### config.mk
export PLATFORM = sky130hd
export DESIGN_NAME = hawk_mc_rd_arbiter_flat
export DESIGN_NICKNAME = d
export VERILOG_FILES = /design/src/rtl/hawk_mc_rd_arbiter_pkg.sv /design/src/rtl/hawk_mc_rd_arbiter_if.sv /design/src/rtl/hawk_mc_rd_arbiter_route_fifo.sv /design/src/rtl/hawk_mc_rd_arbiter.sv /design/src/flat_wrapper.sv
export SDC_FILE = /design/constraint.sdc
export NUM_CORES = 1
export LEC_CHECK = 0
export ABC_AREA = 1
export ABC_CLOCK_PERIOD_IN_PS = 3400
export CORE_AREA = 3 3 705 707
export CTS_BUF_LIST = sky130_fd_sc_hd__clkbuf_8
export DETAILED_ROUTE_END_ITERATION = 10
export DIE_AREA = 0 0 708 710
export PLACE_DENSITY = 0.3
export SETUP_SLACK_MARGIN = 0.15
export SLEW_MARGIN = 10
export SYNTH_ARGS = -nofsm -noshare
export SYNTH_HDL_FRONTEND = slang
export SYNTH_SLANG_ARGS = --single-unit
### constraint.sdc
create_clock -name clk_i -period 3.4 [get_ports clk_i]
set_input_delay 0.68 -clock clk_i [delete_from_list [all_inputs] [get_ports clk_i]]
set_output_delay 0.68 -clock clk_i [all_outputs]
set_load 0.02 [all_outputs]
### src/rtl/hawk_mc_rd_arbiter_pkg.sv
// Shared types and constants for the HAWK/CPU memory-controller read arbiter.
package hawk_mc_rd_arbiter_pkg;

  localparam int HAWK_ADDR_W = 64;
  localparam int HAWK_ID_W   = 4;

  localparam logic HAWK_MSTR = 1'b0;
  localparam logic CPU_MSTR  = 1'b1;

  typedef struct packed {
    logic [HAWK_ADDR_W-1:0] addr;
    logic [HAWK_ID_W-1:0]   id;
    logic [7:0]             len;
  } hawk_ar_req_t;

  typedef enum logic {ARB_IDLE, ARB_ISSUE} arb_state_t;

endpackage

### src/rtl/hawk_mc_rd_arbiter_if.sv
// AXI read (AR + R) channel bundle; master drives AR and rready, slave drives arready and R.
interface hawk_mc_rd_arbiter_if #(
  parameter int ADDR_W = 64,
  parameter int DATA_W = 512,
  parameter int ID_W   = 4
);
  logic              arvalid;
  logic              arready;
  logic [ADDR_W-1:0] araddr;
  logic [ID_W-1:0]   arid;
  logic [7:0]        arlen;
  logic              rvalid;
  logic              rready;
  logic [DATA_W-1:0] rdata;
  logic [1:0]        rresp;
  logic              rlast;

  modport master (
    output arvalid, araddr, arid, arlen, rready,
    input  arready, rvalid, rdata, rresp, rlast
  );

  modport slave (
    input  arvalid, araddr, arid, arlen, rready,
    output arready, rvalid, rdata, rresp, rlast
  );
endinterface

### src/rtl/hawk_mc_rd_arbiter_route_fifo.sv
// hawk_rd_route_fifo: 1-bit owner FIFO recording which master each outstanding burst belongs to.
module hawk_rd_route_fifo #(
  parameter  int DEPTH = 8,
  localparam int PTR_W = $clog2(DEPTH),
  localparam int CNT_W = PTR_W + 1
) (
  input  logic             clk,
  input  logic             rst_n,
  input  logic             push,
  input  logic             pop,
  input  logic             din,
  output logic             dout,
  output logic             full,
  output logic             empty,
  output logic [CNT_W-1:0] count
);

  logic [DEPTH-1:0] mem;
  logic [PTR_W-1:0] wr_ptr, rd_ptr;
  logic             do_push, do_pop;

  assign do_push = push & ~full;
  assign do_pop  = pop & ~empty;

  // DEPTH is a power of two, so pointers wrap by natural overflow
  always_ff @(posedge clk) begin
    if (!rst_n) begin
      mem    <= '0;
      wr_ptr <= '0;
      rd_ptr <= '0;
      count  <= '0;
    end else begin
      if (do_push) begin
        mem[wr_ptr] <= din;
        wr_ptr      <= wr_ptr + PTR_W'(1);
      end
      if (do_pop) rd_ptr <= rd_ptr + PTR_W'(1);
      case ({do_push, do_pop})
        2'b10:   count <= count + CNT_W'(1);
        2'b01:   count <= count - CNT_W'(1);
        default: count <= count;
      endcase
    end
  end

  assign dout  = mem[rd_ptr];
  assign full  = (count == CNT_W'(DEPTH));
  assign empty = (count == '0);

endmodule

### src/rtl/hawk_mc_rd_arbiter.sv
// Shares the MC AXI read port between HAWK (m0) and CPU (m1); R beats steered by an in-order owner FIFO.
// HAWK_RD_ARB_RR_EN selects round-robin arbitration; otherwise HAWK has fixed priority.
module hawk_mc_rd_arbiter
  import hawk_mc_rd_arbiter_pkg::*;
#(
  parameter  int ADDR_W   = HAWK_ADDR_W,
  parameter  int DATA_W   = 512,
  parameter  int ID_W     = HAWK_ID_W,
  parameter  int MAX_OUTS = 8,
  localparam int CNT_W    = $clog2(MAX_OUTS) + 1
) (
  input  logic                   clk_i,
  input  logic                   rst_ni,
  input  logic                   allow_cpu_rd_access,
  hawk_mc_rd_arbiter_if.slave    m0,
  hawk_mc_rd_arbiter_if.slave    m1,
  hawk_mc_rd_arbiter_if.master   mc,
  output logic [CNT_W-1:0]       outs_cnt
);

  arb_state_t        state_q, state_d;
  hawk_ar_req_t      ar_q, win_req;
  logic              owner_q;
  logic [1:0]        elig;
  logic              winner, grant, push, pop;
  logic [ADDR_W-1:0] win_addr;
  logic [ID_W-1:0]   win_id;
  logic [DATA_W-1:0] rdata_bc;
  logic              head, fifo_full, fifo_empty;
  logic [CNT_W-1:0]  fifo_count;

  assign elig = {m1.arvalid & allow_cpu_rd_access, m0.arvalid};

`ifdef HAWK_RD_ARB_RR_EN
  logic last_grant;

  always_ff @(posedge clk_i) begin
    if (!rst_ni)    last_grant <= CPU_MSTR;
    else if (grant) last_grant <= winner;
  end

  always_comb begin
    winner = elig[0] ? HAWK_MSTR : CPU_MSTR;
    if (&elig) winner = ~last_grant;
  end
`else
  always_comb winner = elig[0] ? HAWK_MSTR : CPU_MSTR;
`endif

  assign win_addr = (winner == CPU_MSTR) ? m1.araddr : m0.araddr;
  assign win_id   = (winner == CPU_MSTR) ? m1.arid   : m0.arid;

  always_comb begin
    win_req.addr = win_addr;
    win_req.id   = win_id;
    win_req.len  = (winner == CPU_MSTR) ? m1.arlen : m0.arlen;
  end

  // Arbitration only happens in IDLE, so at most one AR every two cycles
  always_comb begin
    state_d    = state_q;
    grant      = 1'b0;
    push       = 1'b0;
    m0.arready = 1'b0;
    m1.arready = 1'b0;
    case (state_q)
      ARB_IDLE: begin
        if (|elig && !fifo_full) begin
          grant   = 1'b1;
          state_d = ARB_ISSUE;
          if (winner == CPU_MSTR) m1.arready = 1'b1;
          else                    m0.arready = 1'b1;
        end
      end
      ARB_ISSUE: begin
        if (mc.arready) begin
          push    = 1'b1;
          state_d = ARB_IDLE;
        end
      end
      default: state_d = ARB_IDLE;
    endcase
  end

  always_ff @(posedge clk_i) begin
    if (!rst_ni) begin
      state_q <= ARB_IDLE;
      ar_q    <= '0;
      owner_q <= HAWK_MSTR;
    end else begin
      state_q <= state_d;
      if (grant) begin
        ar_q    <= win_req;
        owner_q <= winner;
      end
    end
  end

  assign mc.arvalid = (state_q == ARB_ISSUE);
  assign mc.araddr  = ar_q.addr;
  assign mc.arid    = ar_q.id;
  assign mc.arlen   = ar_q.len;

  hawk_rd_route_fifo #(.DEPTH(MAX_OUTS)) u_route_fifo (
    .clk   (clk_i),
    .rst_n (rst_ni),
    .push  (push),
    .pop   (pop),
    .din   (owner_q),
    .dout  (head),
    .full  (fifo_full),
    .empty (fifo_empty),
    .count (fifo_count)
  );

  assign outs_cnt = fifo_count;

  // With no outstanding burst nobody owns R, so the MC is held off
  assign mc.rready = !fifo_empty && ((head == CPU_MSTR) ? m1.rready : m0.rready);
  assign m0.rvalid = !fifo_empty && (head == HAWK_MSTR) && mc.rvalid;
  assign m1.rvalid = !fifo_empty && (head == CPU_MSTR)  && mc.rvalid;
  assign pop       = mc.rvalid & mc.rready & mc.rlast;

  assign rdata_bc  = mc.rdata;
  assign m0.rdata  = rdata_bc;
  assign m1.rdata  = rdata_bc;
  assign m0.rresp  = mc.rresp;
  assign m1.rresp  = mc.rresp;
  assign m0.rlast  = mc.rlast;
  assign m1.rlast  = mc.rlast;

endmodule
### src/flat_wrapper.sv
// flat-port wrapper written by rule: the top's interface ports become plain ports
module hawk_mc_rd_arbiter_flat import hawk_mc_rd_arbiter_pkg::*;
#(
  parameter  int ADDR_W   = HAWK_ADDR_W,
  parameter  int DATA_W   = 512,
  parameter  int ID_W     = HAWK_ID_W,
  parameter  int MAX_OUTS = 8,
  localparam int CNT_W    = $clog2(MAX_OUTS) + 1
)
  (clk_i, rst_ni, allow_cpu_rd_access, outs_cnt, m0_arvalid, m0_araddr, m0_arid, m0_arlen, m0_rready, m0_arready, m0_rvalid, m0_rdata, m0_rresp, m0_rlast, m1_arvalid, m1_araddr, m1_arid, m1_arlen, m1_rready, m1_arready, m1_rvalid, m1_rdata, m1_rresp, m1_rlast, mc_arvalid, mc_araddr, mc_arid, mc_arlen, mc_rready, mc_arready, mc_rvalid, mc_rdata, mc_rresp, mc_rlast);
  hawk_mc_rd_arbiter_if #(.ADDR_W(ADDR_W), .DATA_W(DATA_W), .ID_W(ID_W)) m0_i ();
  hawk_mc_rd_arbiter_if #(.ADDR_W(ADDR_W), .DATA_W(DATA_W), .ID_W(ID_W)) m1_i ();
  hawk_mc_rd_arbiter_if #(.ADDR_W(ADDR_W), .DATA_W(DATA_W), .ID_W(ID_W)) mc_i ();
  input  logic clk_i;
  input  logic rst_ni;
  input  logic allow_cpu_rd_access;
  output logic [CNT_W-1:0] outs_cnt;
  input wire logic [$bits(m0_i.arvalid)-1:0] m0_arvalid;
  input wire logic [$bits(m0_i.araddr)-1:0] m0_araddr;
  input wire logic [$bits(m0_i.arid)-1:0] m0_arid;
  input wire logic [$bits(m0_i.arlen)-1:0] m0_arlen;
  input wire logic [$bits(m0_i.rready)-1:0] m0_rready;
  output wire logic [$bits(m0_i.arready)-1:0] m0_arready;
  output wire logic [$bits(m0_i.rvalid)-1:0] m0_rvalid;
  output wire logic [$bits(m0_i.rdata)-1:0] m0_rdata;
  output wire logic [$bits(m0_i.rresp)-1:0] m0_rresp;
  output wire logic [$bits(m0_i.rlast)-1:0] m0_rlast;
  input wire logic [$bits(m1_i.arvalid)-1:0] m1_arvalid;
  input wire logic [$bits(m1_i.araddr)-1:0] m1_araddr;
  input wire logic [$bits(m1_i.arid)-1:0] m1_arid;
  input wire logic [$bits(m1_i.arlen)-1:0] m1_arlen;
  input wire logic [$bits(m1_i.rready)-1:0] m1_rready;
  output wire logic [$bits(m1_i.arready)-1:0] m1_arready;
  output wire logic [$bits(m1_i.rvalid)-1:0] m1_rvalid;
  output wire logic [$bits(m1_i.rdata)-1:0] m1_rdata;
  output wire logic [$bits(m1_i.rresp)-1:0] m1_rresp;
  output wire logic [$bits(m1_i.rlast)-1:0] m1_rlast;
  output wire logic [$bits(mc_i.arvalid)-1:0] mc_arvalid;
  output wire logic [$bits(mc_i.araddr)-1:0] mc_araddr;
  output wire logic [$bits(mc_i.arid)-1:0] mc_arid;
  output wire logic [$bits(mc_i.arlen)-1:0] mc_arlen;
  output wire logic [$bits(mc_i.rready)-1:0] mc_rready;
  input wire logic [$bits(mc_i.arready)-1:0] mc_arready;
  input wire logic [$bits(mc_i.rvalid)-1:0] mc_rvalid;
  input wire logic [$bits(mc_i.rdata)-1:0] mc_rdata;
  input wire logic [$bits(mc_i.rresp)-1:0] mc_rresp;
  input wire logic [$bits(mc_i.rlast)-1:0] mc_rlast;
  assign m0_i.arvalid = m0_arvalid;
  assign m0_i.araddr = m0_araddr;
  assign m0_i.arid = m0_arid;
  assign m0_i.arlen = m0_arlen;
  assign m0_i.rready = m0_rready;
  assign m0_arready = m0_i.arready;
  assign m0_rvalid = m0_i.rvalid;
  assign m0_rdata = m0_i.rdata;
  assign m0_rresp = m0_i.rresp;
  assign m0_rlast = m0_i.rlast;
  assign m1_i.arvalid = m1_arvalid;
  assign m1_i.araddr = m1_araddr;
  assign m1_i.arid = m1_arid;
  assign m1_i.arlen = m1_arlen;
  assign m1_i.rready = m1_rready;
  assign m1_arready = m1_i.arready;
  assign m1_rvalid = m1_i.rvalid;
  assign m1_rdata = m1_i.rdata;
  assign m1_rresp = m1_i.rresp;
  assign m1_rlast = m1_i.rlast;
  assign mc_arvalid = mc_i.arvalid;
  assign mc_araddr = mc_i.araddr;
  assign mc_arid = mc_i.arid;
  assign mc_arlen = mc_i.arlen;
  assign mc_rready = mc_i.rready;
  assign mc_i.arready = mc_arready;
  assign mc_i.rvalid = mc_rvalid;
  assign mc_i.rdata = mc_rdata;
  assign mc_i.rresp = mc_rresp;
  assign mc_i.rlast = mc_rlast;
  hawk_mc_rd_arbiter #(.ADDR_W(ADDR_W), .DATA_W(DATA_W), .ID_W(ID_W), .MAX_OUTS(MAX_OUTS)) u_core (.clk_i(clk_i), .rst_ni(rst_ni), .allow_cpu_rd_access(allow_cpu_rd_access), .m0(m0_i), .m1(m1_i), .mc(mc_i), .outs_cnt(outs_cnt));
endmodule
=== After elaboration in Yosys (flattened, before gate mapping) ===
Cells that the tools add are included.

* Input port bits: 676
* Memory bits (writable): 0
* Output and inout port bits: 1116
* ROM bits: 0
* Latch bits: 0
* Memories kept: 0
* Logic and storage cells: 62
* Bits in registers: 96

* $add $sub $neg: 4
* Order comparisons: 3
* Multiply operators: 0
* Div/mod/pow operators: 0
* Eq/ne operators: 3
* Reductions and logical operators: 12
* Multiplexer cells: 22
* Bitwise logic cells: 9
* Shifts and indexed selects: 0

{| class="wikitable"
|+ Operator list
! cell !! count
|-
| $mux W64 || 1
|-
| $mux W1 || 14
|-
| $bwmux W8 || 1
|-
| $lt A3 B4 Y1 const B || 2
|-
| $mux W8 || 1
|-
| $pmux W4 S2 || 1
|-
| $logic_and A1 B1 Y1 || 7
|-
| $add A3 B1 Y3 const B || 2
|-
| $and A1 B1 Y1 || 5
|-
| $add A4 B1 Y4 const B || 1
|-
| $eq A4 B4 Y1 const B || 1
|-
| $logic_not A4 Y1 || 1
|-
| $mux W4 || 1
|-
| $not A1 Y1 || 4
|-
| $sub A4 B1 Y4 const B || 1
|-
| $bmux W1 S3 || 1
|-
| $demux W1 S3 || 1
|-
| $ge A3 B1 Y1 const B || 1
|-
| $eq A2 B1 Y1 const B || 1
|-
| $eq A2 B2 Y1 const B || 1
|-
| $logic_not A1 Y1 || 2
|-
| $pmux W1 S2 || 1
|-
| $reduce_bool A2 Y1 || 1
|-
| $reduce_or A2 Y1 || 1
|}

=== Depth between registers and ports, before layout ===
Gate-level depths: netlist (run 1).

* Depth after elaboration: 9
* Gate-level depth with buffers: 19
* Mapped depth without buffers: 19

=== Hierarchy ===
From an unflattened synthesis (run 1), not the netlist that was laid out.

* Cells, all modules: 1951
* Area total of the unflattened synthesis: 13055.0 µm²

{| class="wikitable"
|+ Modules (own cells, without submodules)
! module !! times used !! area each (µm²) !! sequential area each (µm²) !! cells an instance
|-
| hawk_mc_rd_arbiter || 1 || 11964.0 || 1561.5 || 1787
|-
| hawk_rd_route_fifo || 1 || 1091.0 || 360.3 || 164
|}

=== Least setup slack after synthesis (run 1) ===
No wires, ideal clock.

* Path type: input -> register
* Start: input m1_rready
* End: register u_core.u_route_fifo.count[3]
* Arrival time: 2.090 ns
* Setup time: 0.113 ns
* Data required time: 3.287 ns
* Cell stages on the path: 14
* Path slack: 1.197 ns
* Path buffers: 0
* Path through: nand2_1 -> nand3_1 -> nand3_1 -> inv_1 -> ha_1 -> ha_1 -> nand2_1 -> nand2_1 -> a21oi_1 -> nor2_1 -> nor2_1 -> nand2_1 -> nor2_1 -> nor2_1

* Word-level cells in the longest chain between the ends: 7
* Elaborated cells on any way between the ends: 9
* Classes of those cells: eq/ne: 2; mux: 2; bitwise: 3; reduce/logical: 2

{| class="wikitable"
|+ RTL lines
! element !! RTL line !! source
|-
| from (decl) || flat_wrapper.sv:32 || <nowiki>input wire logic [$bits(m1_i.rready)-1:0] m1_rready;</nowiki>
|-
| $mux W1 (*) || hawk_mc_rd_arbiter.sv:119 || <nowiki>assign mc.rready = !fifo_empty && ((head == CPU_MSTR) ? m1.rready : m0.rready);</nowiki>
|-
| $logic_and A1 B1 Y1 (*) || hawk_mc_rd_arbiter.sv:119 ||
|-
| $and A1 B1 Y1 (*) (2 in a row) || hawk_mc_rd_arbiter.sv:122 || <nowiki>assign pop = mc.rvalid & mc.rready & mc.rlast;</nowiki>
|-
| $and A1 B1 Y1 (*) || hawk_mc_rd_arbiter_route_fifo.sv:23 || <nowiki>assign do_pop = pop & ~empty;</nowiki>
|-
| via u_core.u_route_fifo.do_pop || hawk_mc_rd_arbiter_route_fifo.sv:20 || <nowiki>logic do_push, do_pop;</nowiki>
|-
| $eq A2 B1 Y1 / $eq A2 B2 Y1 (equally long branches) || hawk_mc_rd_arbiter_route_fifo.sv:38 || <nowiki>case ({do_push, do_pop})</nowiki>
|-
| $pmux W4 S2 / $reduce_bool A2 Y1 (equally long branches) || - ||
|-
| to (signal assigned) || hawk_mc_rd_arbiter_route_fifo.sv:39 || <nowiki>2'b10: count <= count + CNT_W'(1);</nowiki>
|-
| to (signal assigned) || hawk_mc_rd_arbiter_route_fifo.sv:40 || <nowiki>2'b01: count <= count - CNT_W'(1);</nowiki>
|-
| to (signal assigned) || hawk_mc_rd_arbiter_route_fifo.sv:41 || <nowiki>default: count <= count;</nowiki>
|-
| to (decl) || hawk_mc_rd_arbiter_route_fifo.sv:15 || <nowiki>output logic [CNT_W-1:0] count</nowiki>
|}

Mark *: on every way through the listed nets, which the timed path passes. The rest lies on a longest branch.
A chain may end at the register's enable or synchronous reset.

=== Final worst setup path (run 1) ===
* Start: register u_core.u_route_fifo.count[1]
* End: output m0_arready

* Word-level cells in the longest chain between the ends: 5

{| class="wikitable"
|+ RTL lines
! element !! RTL line !! source
|-
| $eq A4 B4 Y1 || hawk_mc_rd_arbiter_route_fifo.sv:47 || <nowiki>assign full = (count == CNT_W'(DEPTH));</nowiki>
|-
| $logic_not A1 Y1 || hawk_mc_rd_arbiter.sv:68 || <nowiki>if (|elig && !fifo_full) begin</nowiki>
|-
| $logic_and A1 B1 Y1 || hawk_mc_rd_arbiter.sv:68 ||
|-
| $mux W1 || hawk_mc_rd_arbiter.sv:68 ||
|-
| $mux W1 || hawk_mc_rd_arbiter.sv:66 || <nowiki>case (state_q)</nowiki>
|-
| to (decl) || flat_wrapper.sv:23 || <nowiki>output wire logic [$bits(m0_i.arready)-1:0] m0_arready;</nowiki>
|}

No other way between the ends.

==> impl_metrics.json, run 1 <==
{
  "status": "finished clean",
  "timing.fmax_mhz": 337,
  "die_y_um": 710,
  "critical-path-top-cell-by-count": "sky130_fd_sc_hd__nor2_1",
  "crit_path_start_kind": "flip-flop",
  "num-nets-final": 1510,
  "sw_frac_of_total": 0.456,
  "vias": 7905,
  "post_cts_buffers": 0,
  "timing.final.max_slew_violations": 0,
  "gr_overflow_total": 0,
  "finClkSkew_ns": 0.0645,
  "internal-power_mw": 2.11,
  "hpwlAfterDp_um": 271000,
  "worst_hold_class": "reg -> reg",
  "route.detailed.wl_per_inst_um": 39.2,
  "global_route.peak_usage_layer": "met3",
  "max-cap-violations": 0,
  "setup_viol": 0,
  "insertion_delay_ns": 0.61,
  "count_of_standard_cell_rows": 257,
  "syn-num-nets": 2307,
  "clockRootBuffer": "sky130_fd_sc_hd__clkbuf_8",
  "global_route.usage.met3": 0.197,
  "final.setup.tns_ns": 0,
  "crit_path_max_fanout": 5,
  "post_synth_design_cell_area_um2": 12000,
  "portion_of_total_power_attributed_to_sequential_cells": 0.338,
  "dpl_worst_slack_ns": 0.420,
  "r2r.worst_path.cells": 14,
  "io_pins": 1792,
  "critical_path_class": "reg -> out",
  "synth-warning-count": 0,
  "irDropWorstVdd_mv": 0.254,
  "finalHoldViolCount": 0,
  "slew_headroom": 0.388,
  "syn_inst_count": 1625,
  "synth.avg_cell_area_um2": 7.38,
  "fin_ws_ns": 0.434,
  "critPathSlowestCell": "sky130_fd_sc_hd__clkdlybuf4s50_1",
  "critical_path.max_stage_delay_ns": 0.64,
  "drt-vias-per-instance": 1.08,
  "max-clock-path-buffers": 3,
  "start_util": 0.0245,
  "placed_cells_incl_taps": 7288,
  "number_of_clock_sinks": 96,
  "grt_setup_unrepaired": "false",
  "p_per_area_nw_per_um2": 259,
  "worstMarginPinSlew_ns": 0.916,
  "globalRouteMet2Util": 0.153,
  "grt.met1_usage": 0.0515,
  "holdPathStages": 2,
  "drt.antenna.violating_nets": 0,
  "endpoint_kind": "primary output",
  "globalplace.congestion": 0.668,
  "routed_wirelength_um": 287000,
  "cp_data_required_time_ns": 2.72,
  "synth_unique_cells": 23,
  "worstPathCellList": "nor2_1 > nand3_1 > nand2_1 > nor2_1 > clkdlybuf4s50_1",
  "cts_made_buffers": 13,
  "clock_power_share": 0.318,
  "grt_first_pass_wirelength_um": 306000,
  "final_cells": 7314,
  "power_switching_mw": 1.77,
  "initialDrtViolationCount": 466,
  "htree_num_levels": 3,
  "area_delta_synth_final_pct": 24.8,
  "finalCritPeriodShare": 0.872,
  "grt_max_degree": 91,
  "combinationalPowerShare": 0.344,
  "clkSlewWorstSetupHoldPaths_ns": 0.16,
  "drc_errors": 0,
  "cellLeakagePower_nw": 2.88,
  "grt_usage": 0.110,
  "cts_tree": "yes",
  "min_period_ns": 2.97,
  "io_buffer_count": 249,
  "core_region_area_um2": 490000,
  "die_width_um": 708,
  "drive_above_1_share": 0.0904,
  "finalPower_mw": 3.88,
  "fp.dieArea_um2": 503000,
  "drtPass1Iterations": 4,
  "first_global_vias": 7796,
  "synth-seq-area-share": 0.160,
  "synth_register_bits": 96,
  "worstPathArrival_ns": 2.29,
  "initial_antenna_violation_count": 19
}
metal layers:
layer / vias up / wire length (um) / part of all wire
li1: 2494 / - / -
met1: 3102 / 47600 / 0.17
met2: 1970 / 114000 / 0.40
met3: 309 / 108000 / 0.38
met4: 30 / 15600 / 0.054
met5: - / 1510 / 0.0053
Yosys cell counts:
cell type	instances	area [um2]
sky130_fd_sc_hd__dfxtp_1	96	1920
sky130_fd_sc_hd__inv_2	3	11.3
sky130_fd_sc_hd__buf_4	1031	7740
sky130_fd_sc_hd__nor3_1	2	10.0
sky130_fd_sc_hd__clkbuf_1	22	82.6
sky130_fd_sc_hd__a21oi_2	1	8.76
sky130_fd_sc_hd__xnor2_1	1	8.76
sky130_fd_sc_hd__nor2_1	20	75.1
sky130_fd_sc_hd__nand3_1	11	55.1
sky130_fd_sc_hd__ha_1	5	62.6
sky130_fd_sc_hd__inv_1	33	124
sky130_fd_sc_hd__o21ai_1	4	20.0
sky130_fd_sc_hd__nand2_2	2	12.5
sky130_fd_sc_hd__a21oi_1	17	85.1
sky130_fd_sc_hd__a31oi_1	76	475
sky130_fd_sc_hd__buf_2	16	80.1
sky130_fd_sc_hd__fa_1	1	20.0
sky130_fd_sc_hd__nand4_1	3	18.8
sky130_fd_sc_hd__o21ai_0	85	425
sky130_fd_sc_hd__nand2_1	191	717
sky130_fd_sc_hd__buf_6	2	22.5
sky130_fd_sc_hd__nand3_2	1	10.0
sky130_fd_sc_hd__buf_1	2	7.51
cell type report:
cell class                      count  area [um2]
Timing Repair Buffer              261        2530
Clock inverter                      3        45.0
Tap cell                         6475        8100
Inverter                           36         145
Sequential cell                    96        1930
Antenna cell                        9        22.5
Multi-Input combinational cell    420        2010
Clock buffer                       14         193
Fill cell                       58400      475000
state kept, by name, indices dropped and copies added, names as in the netlist:
register / flops
u_core.mc.araddr: 64
u_core.mc.arlen: 8
u_core.u_route_fifo.mem: 8
u_core.mc.arid: 4
u_core.u_route_fifo.count: 4
u_core.u_route_fifo.rd_ptr: 3
u_core.u_route_fifo.wr_ptr: 3
u_core.mc.arvalid: 1
u_core.owner_q: 1
cells in the final DEF (no fill, tap or decap), types with 3 or more instances in the layout:
master,Yosys,routed
sky130_fd_sc_hd__nand4_1,3,3
sky130_fd_sc_hd__clkdlybuf4s50_1,0,210
sky130_fd_sc_hd__nand3_1,11,10
sky130_fd_sc_hd__o21ai_1,4,4
sky130_fd_sc_hd__o21ai_0,85,85
sky130_fd_sc_hd__a31oi_1,76,76
sky130_fd_sc_hd__buf_12,0,4
sky130_fd_sc_hd__inv_1,33,33
sky130_fd_sc_hd__dfxtp_1,96,95
sky130_fd_sc_hd__ha_1,5,5
sky130_fd_sc_hd__diode_2,0,9
sky130_fd_sc_hd__clkbuf_8,0,14
sky130_fd_sc_hd__a21oi_1,17,17
sky130_fd_sc_hd__nor2_1,20,20
sky130_fd_sc_hd__buf_2,16,6
sky130_fd_sc_hd__buf_4,1031,36
sky130_fd_sc_hd__nand2_1,191,191
path summary, 6_finish.rpt:
check             slack [ns]                                      start                                   endpoint
setup / recovery        0.43  u_core.u_route_fifo.count[1]$_SDFFE_PN0P_                                 m0_arready
hold / removal          0.47    u_core.u_route_fifo.mem[3]$_SDFFE_PN0P_    u_core.u_route_fifo.mem[3]$_SDFFE_PN0P_
setup reg to reg        0.79  u_core.u_route_fifo.count[1]$_SDFFE_PN0P_  u_core.u_route_fifo.count[3]$_SDFFE_PN0P_
hold reg to reg         0.47    u_core.u_route_fifo.mem[3]$_SDFFE_PN0P_    u_core.u_route_fifo.mem[3]$_SDFFE_PN0P_
critical path: cells and delay by family (launching register included):
kind | cells | cell delay, ns
flip-flops | 1 | 0.46
buffers and inverters | 1 | 0.64
AND/OR/NAND/NOR | 4 | 0.57
power groups by stage:
stage | clock (mW) | combinational, mW | sequential, mW
2_1_floorplan | 0 | 2.03 | 1.43
3_3_place_gp | 0 | 1.47 | 1.34
3_5_place_dp | 0 | 1.47 | 1.34
4_1_cts | 1.46 | 1.48 | 1.32
5_1_grt | 1.45 | 1.49 | 1.33
6_report | 1.23 | 1.33 | 1.31
metrics by stage:
stage                     area, um2  hold WS (ns)  utilization
after floorplan               12000         0.429            -
after global placement        14700         0.455       0.0300
after detailed placement      14700         0.457       0.0300
after CTS                     14900         0.405       0.0305
after global routing          15000         0.428       0.0305
final                         15000         0.472       0.0305
cells by family (layout without fill, tap and decap cells):
family,after synthesis,in the layout,share of synthesized area
AO/OA/AOI/OAI,183,183,0.0846
buffers and inverters,1109,314,0.673
AND/OR/NAND/NOR,230,230,0.0749
XOR/XNOR,1,1,0.000730
flip-flops,96,96,0.160
other,0,9,0
adder cells (fa/ha/maj),6,6,0.00689
what timing repair did:
| action | CTS | global route |
|---|---|---|
| resized for setup | 2 | 3 |
| cloned | 0 | 0 |
| hold endpoints to repair | 0 | 0 |
| hold buffers | 0 | 0 |
| setup endpoints to repair | 2 | 1 |
No activity file was read; power rests on OpenSTA's default activity.
==> run 2: changes to the inputs <==
--- a/config.mk
+++ b/config.mk
@@ -6,11 +6,11 @@
 export NUM_CORES = 1
 export LEC_CHECK = 0
 export ABC_AREA = 1
-export ABC_CLOCK_PERIOD_IN_PS = 3400
-export CORE_AREA = 3 3 705 707
+export ABC_CLOCK_PERIOD_IN_PS = 2400
+export CORE_AREA = 3 3 702 704
 export CTS_BUF_LIST = sky130_fd_sc_hd__clkbuf_8
 export DETAILED_ROUTE_END_ITERATION = 10
-export DIE_AREA = 0 0 708 710
+export DIE_AREA = 0 0 705 707
 export PLACE_DENSITY = 0.3
 export SETUP_SLACK_MARGIN = 0.15
 export SLEW_MARGIN = 10
==> constraint.sdc (replaced) <==
create_clock -name clk_i -period 2.4 [get_ports clk_i]
set_input_delay 0.48 -clock clk_i [delete_from_list [all_inputs] [get_ports clk_i]]
set_output_delay 0.48 -clock clk_i [all_outputs]
set_load 0.02 [all_outputs]
==> impl_metrics.json, run 2 (synthesis results as in run 1) <==
{
  "worstPathCellList": "inv_1 > buf_4 > nand3_4 > nand2_2 > buf_6 > a21oi_4 > buf_6 > buf_12",
  "worstMarginPinSlew_ns": 0.814,
  "cts_made_buffers": 13,
  "globalRouteMet2Util": 0.151,
  "finClkSkew_ns": 0.0790,
  "timing.critical_path.depth": 8,
  "drt-vias-per-instance": 1.09,
  "endpoint_kind": "primary output",
  "drtPass1Iterations": 5,
  "crit_path_start_kind": "flip-flop",
  "r2r.worst_path.cells": 19,
  "cp_data_required_time_ns": 1.92,
  "num-nets-final": 1537,
  "drive_above_1_share": 0.191,
  "die_width_um": 705,
  "count_of_standard_cell_rows": 256,
  "critical_path.max_stage_delay_ns": 0.35,
  "timing.final.max_slew_violations": 0,
  "clkSlewWorstSetupHoldPaths_ns": 0.19,
  "cellLeakagePower_nw": 3.21,
  "critical_path_class": "reg -> out",
  "core_region_area_um2": 487000,
  "global_route.usage.met3": 0.190,
  "fp.dieArea_um2": 498000,
  "path_delay_family": "buffers and inverters",
  "max-cap-violations": 0,
  "grt.met1_usage": 0.0515,
  "worstSetupStartpoint": "u_core.u_route_fifo.count[2]$_SDFFE_PN0P_",
  "critical_path.reg2reg.startpoint": "u_core.u_route_fifo.rd_ptr[0]$_SDFFE_PN0P_",
  "timing.fmax_mhz": 436,
  "status": "finished clean",
  "holdPathStages": 3,
  "drc_errors": 0,
  "globalplace.congestion": 0.668,
  "max-clock-path-buffers": 3,
  "drt.antenna.violating_nets": 0,
  "min_period_ns": 2.29,
  "fin_worst_hold_slack_ns": 0.264,
  "finalCritPeriodShare": 0.955,
  "grt_first_pass_wirelength_um": 301000,
  "routed_wirelength_um": 280000,
  "worst-path-buf-inv": 5,
  "layout.cells.most_common": "sky130_fd_sc_hd__nand2_1",
  "area_delta_synth_final_pct": 28.3,
  "most_used_cells_in_the_layout_excluding_fill_and_tap_cells": "183 x sky130_fd_sc_hd__nand2_1, 159 x sky130_fd_sc_hd__clkdlybuf4s50_1, 91 x sky130_fd_sc_hd__dfxtp_1",
  "finalHoldViolCount": 0,
  "critical-path-top-cell-by-count": "sky130_fd_sc_hd__buf_6",
  "start_util": 0.0247,
  "critPathSlowestCell": "sky130_fd_sc_hd__dfxtp_2",
  "final.setup.tns_ns": 0,
  "vias": 8004,
  "irDropWorstVdd_mv": 0.311,
  "grt_max_degree": 87,
  "io_pins": 1792,
  "hold_start": "rst_ni",
  "final_core_util": 0.0316,
  "first_global_vias": 8042,
  "hpwlAfterDp_um": 264000,
  "insertion_delay_ns": 0.67,
  "setup_viol": 0,
  "cts_tree": "yes",
  "gr_overflow_total": 0,
  "die_y_um": 707,
  "clockRootBuffer": "sky130_fd_sc_hd__clkbuf_8",
  "initialDrtViolationCount": 491,
  "finalPower_mw": 5.61,
  "grt_setup_unrepaired": "true",
  "grt_usage": 0.108,
  "worstPathArrival_ns": 1.81,
  "worst_hold_class": "in -> reg",
  "largest_reg_flops": 64,
  "crit_path_max_fanout": 3,
  "route.detailed.wl_per_inst_um": 38.3,
  "p_per_area_nw_per_um2": 365,
  "number_of_clock_sinks": 96,
  "initial_antenna_violation_count": 23,
  "r2r_slack_ns": 0.24,
  "global_route.peak_usage_layer": "met3",
  "htree_num_levels": 3,
  "io_buffer_count": 249,
  "slew_headroom": 0.458
}
-- run 2: cell count changes in the layout (fill, tap and decap cells not counted), moves of 5 or more --
cell and change:
sky130_fd_sc_hd__clkdlybuf4s50_1 -51, sky130_fd_sc_hd__buf_4 +49, sky130_fd_sc_hd__dlygate4sd2_1 +19, sky130_fd_sc_hd__buf_12 +8
sky130_fd_sc_hd__nand2_1 -8, sky130_fd_sc_hd__nand3_1 -8, sky130_fd_sc_hd__buf_2 -6, sky130_fd_sc_hd__buf_6 +5
sky130_fd_sc_hd__nand2_4 +5, sky130_fd_sc_hd__nand3_2 +5
-- run 2: repair_timing --
item,CTS,global route
buffers inserted,6,0
cloned,0,1
hold buffers,0,0
pin swaps,7,6
resized for setup,79,10
setup endpoints to repair,34,16
-- run 2: per-layer routing --
metal  wire length [um]  vias up
li1                   -     2533
met1              46800     3131
met2             111000     1982
met3             104000      327
met4              17000       31
met5               1560        -
-- run 2: cell type report --
class	count	area (um2)
tap	6450	8070
antenna	6	15.0
multi-input combinational	420	2180
sequential	96	1930
clock buffer	13	179
fill	57900	471000
inverter	36	148
timing repair buffer	288	2810
clock inverter	4	48.8
-- run 2: power by group --
group          leakage (nW)  total, mW  switching, mW  internal (mW)
Sequential            0.796       1.85          0.108           1.74
Clock                 0.120       1.71           1.09          0.620
Combinational          2.29       2.05           1.40          0.653
Total                  3.21       5.61           2.60           3.02
-- run 2: final timing paths --
| check | end |
|---|---|
| hold / removal | u_core.mc.araddr[45]$_SDFFE_PN0P_ |
| setup reg to reg | u_core.u_route_fifo.count[3]$_SDFFE_PN0P_ |
| setup / recovery | m0_rvalid |
| hold reg to reg | u_core.u_route_fifo.mem[7]$_SDFFE_PN0P_ |
-- run 2: worst min-delay path: stages --
cell and delay [ns]:
sky130_fd_sc_hd__buf_6 0.18, sky130_fd_sc_hd__o21ai_0 0.14, sky130_fd_sc_hd__a31oi_1 0.05
-- run 2: stage by stage --
step / setup WS, ns / cells / cell area [um2]
after floorplan: 0.214 / 1625 / 12000
after global placement: -0.266 / 7283 / 14900
after detailed placement: -0.192 / 7283 / 14900
after CTS: -0.0765 / 7306 / 15300
after global routing: -0.0948 / 7309 / 15400
final: 0.108 / 7313 / 15400
